$ cat src/rtl/sw_debounce_if.sv
// Switch-conditioner signal bundle: raw pins in, debounced level and edge strobes out.
// The slave modport is the debouncer; the master modport is the pin/consumer side.
interface sw_debounce_if #(
    parameter int unsigned SW_WIDTH = 4
);
    logic [SW_WIDTH-1:0] i_sw;
    logic [SW_WIDTH-1:0] o_sw;
    logic [SW_WIDTH-1:0] o_rise;
    logic [SW_WIDTH-1:0] o_fall;
    logic                o_changed;

    modport master (
        output i_sw,
        input  o_sw,
        input  o_rise,
        input  o_fall,
        input  o_changed
    );

    modport slave (
        input  i_sw,
        output o_sw,
        output o_rise,
        output o_fall,
        output o_changed
    );
endinterface

$ cat src/rtl/sw_debounce.sv
// Two-flop synchronizer plus independent per-bit debounce for the board slide switches,
// producing a stable switch vector and single-cycle rise/fall/changed strobes.
module sw_debounce #(
    parameter int unsigned SW_WIDTH       = 4,
    parameter int unsigned DEBOUNCE_COUNT = 1250000,
    parameter int unsigned CNT_WIDTH      = 21
) (
    input logic          clock,
    input logic          i_reset,
    sw_debounce_if.slave sw
);

    localparam logic [CNT_WIDTH-1:0] LastCnt = CNT_WIDTH'(DEBOUNCE_COUNT - 1);

    logic [SW_WIDTH-1:0]  sync1_q, sync2_q;
    logic [SW_WIDTH-1:0]  sw_q, sw_d;
    logic [SW_WIDTH-1:0]  rise_q, rise_d;
    logic [SW_WIDTH-1:0]  fall_q, fall_d;
    logic                 changed_q, changed_d;
    logic [CNT_WIDTH-1:0] cnt_q [SW_WIDTH];
    logic [CNT_WIDTH-1:0] cnt_d [SW_WIDTH];

    always_comb begin
        sw_d   = sw_q;
        rise_d = '0;
        fall_d = '0;
        for (int i = 0; i < SW_WIDTH; i++) begin
            cnt_d[i] = '0;
            if (sync2_q[i] != sw_q[i]) begin
                if (cnt_q[i] == LastCnt) begin
                    sw_d[i]   = sync2_q[i];
                    rise_d[i] = sync2_q[i];
                    fall_d[i] = ~sync2_q[i];
                end else begin
                    cnt_d[i] = cnt_q[i] + CNT_WIDTH'(1);
                end
            end
        end
        // Registered alongside the strobes so all three assert on the same edge.
        changed_d = |(rise_d | fall_d);
    end

    always_ff @(posedge clock or negedge i_reset) begin
        if (!i_reset) begin
            sync1_q   <= '0;
            sync2_q   <= '0;
            sw_q      <= '0;
            rise_q    <= '0;
            fall_q    <= '0;
            changed_q <= 1'b0;
            for (int i = 0; i < SW_WIDTH; i++) begin
                cnt_q[i] <= '0;
            end
        end else begin
            sync1_q   <= sw.i_sw;
            sync2_q   <= sync1_q;
            sw_q      <= sw_d;
            rise_q    <= rise_d;
            fall_q    <= fall_d;
            changed_q <= changed_d;
            for (int i = 0; i < SW_WIDTH; i++) begin
                cnt_q[i] <= cnt_d[i];
            end
        end
    end

    assign sw.o_sw      = sw_q;
    assign sw.o_rise    = rise_q;
    assign sw.o_fall    = fall_q;
    assign sw.o_changed = changed_q;

endmodule

$ cat src/flat_wrapper.sv
// flat-port wrapper written by rule: the top's interface ports become plain ports
module sw_debounce_flat 
#(
    parameter int unsigned SW_WIDTH       = 4,
    parameter int unsigned DEBOUNCE_COUNT = 1250000,
    parameter int unsigned CNT_WIDTH      = 21
)
  (clock, i_reset, sw_i_sw, sw_o_sw, sw_o_rise, sw_o_fall, sw_o_changed);
  sw_debounce_if #(.SW_WIDTH(SW_WIDTH)) sw_i ();
  input logic clock;
  input logic i_reset;
  input wire logic [$bits(sw_i.i_sw)-1:0] sw_i_sw;
  output wire logic [$bits(sw_i.o_sw)-1:0] sw_o_sw;
  output wire logic [$bits(sw_i.o_rise)-1:0] sw_o_rise;
  output wire logic [$bits(sw_i.o_fall)-1:0] sw_o_fall;
  output wire logic [$bits(sw_i.o_changed)-1:0] sw_o_changed;
  assign sw_i.i_sw = sw_i_sw;
  assign sw_o_sw = sw_i.o_sw;
  assign sw_o_rise = sw_i.o_rise;
  assign sw_o_fall = sw_i.o_fall;
  assign sw_o_changed = sw_i.o_changed;
  sw_debounce #(.SW_WIDTH(SW_WIDTH), .DEBOUNCE_COUNT(DEBOUNCE_COUNT), .CNT_WIDTH(CNT_WIDTH)) u_core (.clock(clock), .i_reset(i_reset), .sw(sw_i));
endmodule
$ cat config.mk
export PLATFORM = sky130hd
export DESIGN_NAME = sw_debounce_flat
export DESIGN_NICKNAME = d
export VERILOG_FILES = /design/src/rtl/sw_debounce_if.sv /design/src/rtl/sw_debounce.sv /design/src/flat_wrapper.sv
export SDC_FILE = /design/constraint.sdc
export NUM_CORES = 1
export LEC_CHECK = 0
export BUFFER_PORTS_ARGS = -buffer_cell sky130_fd_sc_hd__clkbuf_2
export CORE_ASPECT_RATIO = 0.75
export CORE_MARGIN = 3
export CORE_UTILIZATION = 55
export DETAILED_ROUTE_END_ITERATION = 10
export PLACE_DENSITY_LB_ADDON = 0.25
export SLEW_MARGIN = 20
export SYNTH_ARGS = -nofsm -noshare
export SYNTH_HDL_FRONTEND = slang
export SYNTH_SLANG_ARGS = --single-unit
$ cat constraint.sdc
create_clock -name clock -period 5.9 [get_ports clock]
set_input_delay 1.475 -clock clock [delete_from_list [all_inputs] [get_ports clock]]
set_output_delay 1.475 -clock clock [all_outputs]
set_load 0.05 [all_outputs]
# After elaboration in Yosys (flattened, before gate mapping)
# Index checks and enable logic that the tools add are counted.
dict set report op_classes {
  addsub 4
  n_eq_ne 8
  n_mux 24
  n_bitwise 5
  reduce_logical 5
}
# operator count
set ops {}
lappend ops {{21-bit two-way mux} 8}
lappend ops {{21-bit by 1-bit adder with 21-bit output, second input constant} 4}
lappend ops {{21-bit == test, second input constant} 4}
lappend ops {{1-bit two-way mux} 16}
lappend ops {{2-bit AND reduction} 4}
lappend ops {{1-bit != test} 4}
lappend ops {{1-bit NOT} 4}
lappend ops {{4-bit OR} 1}
lappend ops {{4-bit OR reduction} 1}
dict set report totals {
  register_bits 105
  inputBits 6
  out_inout_bits 13
  word_cells 59
}

# Logic depth before layout (Yosys ltp)
dict set report depth {
  ltp_word 5
  ltp_mapped 6
  depth_no_buf 5
}

# Worst setup path before layout
# Ideal clock, no wire load.
dict set report synth_path {
  path_kind {register -> output}
  from {register u_core.sw_q[1], in the netlist u_core.sw.o_sw[1]}
  to {output port sw_o_sw[1]}
  arrival_time_ps 648
  required_time_ps 4425
  setup_slack_ps 3777
  path_stages_with_launch 1
  n_path_buf 0
  cell_sequence {dfrtp_1}
}
# item line_no
set synth_lines {}
lappend synth_lines {{start: declaration} sw_debounce.sv:16} ;# logic [SW_WIDTH-1:0] sw_q, sw_d;
lappend synth_lines {{start signal: assignment} sw_debounce.sv:57} ;# sw_q <= sw_d;
lappend synth_lines {{end: declaration} flat_wrapper.sv:13} ;# output wire logic [$bits(sw_i.o_sw)-1:0] sw_o_sw;
# No word-level cell between the ends.

# Worst setup path after layout
dict set report layout_path {
  from {register u_core.sw_q[0], in the netlist u_core.sw.o_sw[0]}
  to {output port sw_o_sw[0]}
}
# No word-level cell between the ends.

==> results.toml <==
[floorplan]
fp.coreArea_um2 = 8600
die-width_um = 115
floorplan.rows = 29
floorplan.die.height_um = 88.1
pin_count = 19
dieArea_um2 = 10200
start_util_pct = 57.5

[placed_design]
placed_cells_incl_taps = 608
dp_slack_ps = 3230
detailed_place.area_um2 = 5140
gp_congestion = 0.869
place_hpwl_um = 6310
io_buffer_count = 18

[pwr]
leakage_nw = 2.17
maximum_vdd_drop_mv = 0.183
power.density_nw_per_um2 = 261

[global_route]
antenna_found_initial = 0
globalRouteTotalUtil_pct = 20.6
globalRoute.totalOverflow = 0
grt_first_pass_wirelength_um = 16400
maximum_number_of_pins_on_one_net_before_global_route_repair = 72
grt_pass1_vias = 3472

[routing]
routedWlPerCell_um = 15.4
route.detailed.drc = 0
via_count = 3649
dr_wl_met3_um = 416
final_antenna_net_count = 0
vias_per_cell = 5.85
detail_route.first_pass.iterations = 5
top_signal_layer_used = "met4"
wl_met2_um = 4340
drt_iter0_drc = 386
finalWirelength_um = 9610
m1WireLength_um = 4740

[timing]
timing.final.setup_violations = 0
hold_viol_final = 0
post-route-min-period_ps = 2540
timing.final.crit_share_pct = 43.1
slew_headroom_pct = 38.6
layout_setup_ws_ps = 3360
worstMarginPinSlew_ps = 911
drv_slew = 0
fin_worst_hold_slack_ps = 350
rsz_0062_raised_after_global_routing = "no"
clock-skew-final_ps = 6.29
setup-tns-final_ps = 0
fmaxAchievable_ghz = 0.393

[critical_path]
regToRegStartpoint = "u_core.cnt_q[63]$_DFF_PN0_"
cp_data_required_time_ps = 4430
cp_data_arrival_time_ps = 1070
worst_path_largest_cell_delay_ps = 420
slowest_stage = "sky130_fd_sc_hd__dfrtp_1"
worst_path_dominant_cell_family = "flip-flops"
r2r_worst_path_depth = 6
critical_path_class = "reg2out"
cell_chain_of_the_critical_path = "clkbuf_2"
r2r-end = "u_core.cnt_q[78]$_DFF_PN0_"
worst-path-buf-inv = 1
worst-r2r-setup-slack_ps = 3540
crit_path_end_kind = "primary output"
nature_of_the_critical_path_startpoint = "flop"
critical_path_peak_fanout = 5
critical_path.startpoint = "u_core.sw.o_sw[0]$_DFFE_PN0P_"

[yosys]
synth_sequential_area_ratio_pct = 53.1
synth.most_common_cell = "sky130_fd_sc_hd__dfrtp_1"
number_of_enable_flip_flop_cells_after_synthesis = 0
synth_top_flop_cell = "sky130_fd_sc_hd__dfrtp_1"
syn_area_um2 = 4940
yosysWarnings = 0
synth.avg_cell_area_um2 = 10.0
synth.top_cells.by_count = "sky130_fd_sc_hd__dfrtp_1 (105), sky130_fd_sc_hd__nor2_1 (62), sky130_fd_sc_hd__xnor2_1 (40)"
postSynthNetCount = 504
synth_largest_type_area_fraction_pct = 53.1
synth.ff_latch_count = 105
ys_async_sr_fraction_pct = 100
synthCells = 494
netlist_top_cells_area = "sky130_fd_sc_hd__dfrtp_1 (53%), sky130_fd_sc_hd__xnor2_1 (7.1%), sky130_fd_sc_hd__nor2_1 (4.7%)"
netlist-cell-type-count = 39
synth_top_cell_by_area = "sky130_fd_sc_hd__dfrtp_1"

[final_layout]
layout.cells.non_filler = 624
fin_area_um2 = 5470
multi_input_area_um2 = 2200
seqCellArea_um2 = 2630
layout-drive-gt1-share_pct = 9.88
final.fill_count = 693
diodes = 0
num-nets-final = 521
syn_to_final_growth_pct = 10.7

[clocking]
cts_hold_repair.buffers = 0
clkSlewWorstSetupHoldPaths_ps = 70
clk-insertion-delay-late_ps = 350
clk_sink_count = 105
cts-buffers-inserted = 9
clockRootBuffer = "sky130_fd_sc_hd__clkbuf_16"
cts_max_level = 3
cts_tree = "built"
postCtsResizedCells = 0
clock_path_buffers = 2
cts.repair_timing.setup_buffer_count = 0

[hold_path]
hp-class = "reg2reg"
hold_end = "u_core.sync2_q[3]$_DFF_PN0_"
hp-start = "u_core.sync1_q[3]$_DFF_PN0_"
holdPathStages = 0

[status]
status = "finished, final reports clean"

[job]
cap_violations = 0
[layout by cell type (no fill, tap or decap), drive strengths merged, types with 2 or more instances in the layout]
master / synthesis / final
nand2: 26 / 26
or3: 26 / 26
or2: 3 / 3
and4b: 2 / 2
inv: 15 / 16
dfrtp: 105 / 105
nand3: 27 / 27
clkinv: 0 / 2
bufinv: 0 / 2
o31ai: 6 / 6
buf: 3 / 5
nor4b: 5 / 5
nor2: 62 / 62
o21ai: 24 / 24
nor3b: 11 / 11
nor3: 13 / 13
mux2: 4 / 4
and4: 4 / 4
or4: 14 / 14
clkbuf: 13 / 27
and3: 6 / 6
a21oi: 28 / 28
ha: 4 / 4
xnor2: 40 / 40
xor2: 12 / 12
nand4: 19 / 19
nor4: 12 / 12
and2: 3 / 3
[report_power, final]
group / switching (mW) / leakage (nW) / internal [mW]
Sequential: 0.0101 / 1.44 / 0.729
Clock: 0.265 / 0.159 / 0.385
Combinational: 0.0288 / 0.571 / 0.0114
Total: 0.304 / 2.17 / 1.13
[worst max-delay path by stage]
stage	endpoint	slack (ps)	cells past startpoint
finish	sw_o_sw[0]	3360	1
global route	sw_o_sw[2]	3280	1
CTS	sw_o_sw[2]	3340	1
detailed placement	u_core.cnt_q[39]$_DFF_PN0_	3230	2
global placement	u_core.cnt_q[51]$_DFF_PN0_	3250	2
floorplan	sw_o_sw[1]	3780	0
[area by class of cell]
class                      instances  share of cell area [%]
clock buffer                      10                    4.37
clock inverter                     6                    1.65
tap                              108                    2.47
multi-input combinational        358                    40.3
inverter                          15                    1.03
sequential                       105                    48.0
timing repair buffer              22                    2.24
[flip-flops by register name, summed over array words and instances (netlist names)]
| register | cells |
|---|---|
| u_core.cnt_q | 84 |
| u_core.sw.o_fall | 4 |
| u_core.sw.o_rise | 4 |
| u_core.sw.o_sw | 4 |
| u_core.sync1_q | 4 |
| u_core.sync2_q | 4 |
| u_core.sw.o_changed | 1 |
[through the flow]
step,total power [mW],util [%]
global placement,0.792,59.8
global route,1.49,63.7
floorplan,0.770,-
detailed placement,0.795,59.8
finish,1.43,63.7
CTS,1.45,63.7
[routing by layer]
layer | vias up | GRT usage, %
met4 | 0 | 6.29
li1 | 1798 | -
met5 | - | 0
met1 | 1766 | 28.9
met3 | 10 | 4.97
met2 | 75 | 32.1
[cell families (layout without fill, tap and decap cells)]
kind of cell	Yosys count	count (layout)	share of synthesized area, %
and+or+nand+nor	236	236	26.4
buffers and inverters	31	53	2.45
DFF	105	105	53.1
muxes	4	4	0.911
xor gates and xnor gates	52	52	9.21
AOI/OAI and AO/OA	62	62	6.91
adders and majority gates	4	4	1.01
Power figures use the tool's default switching activity.
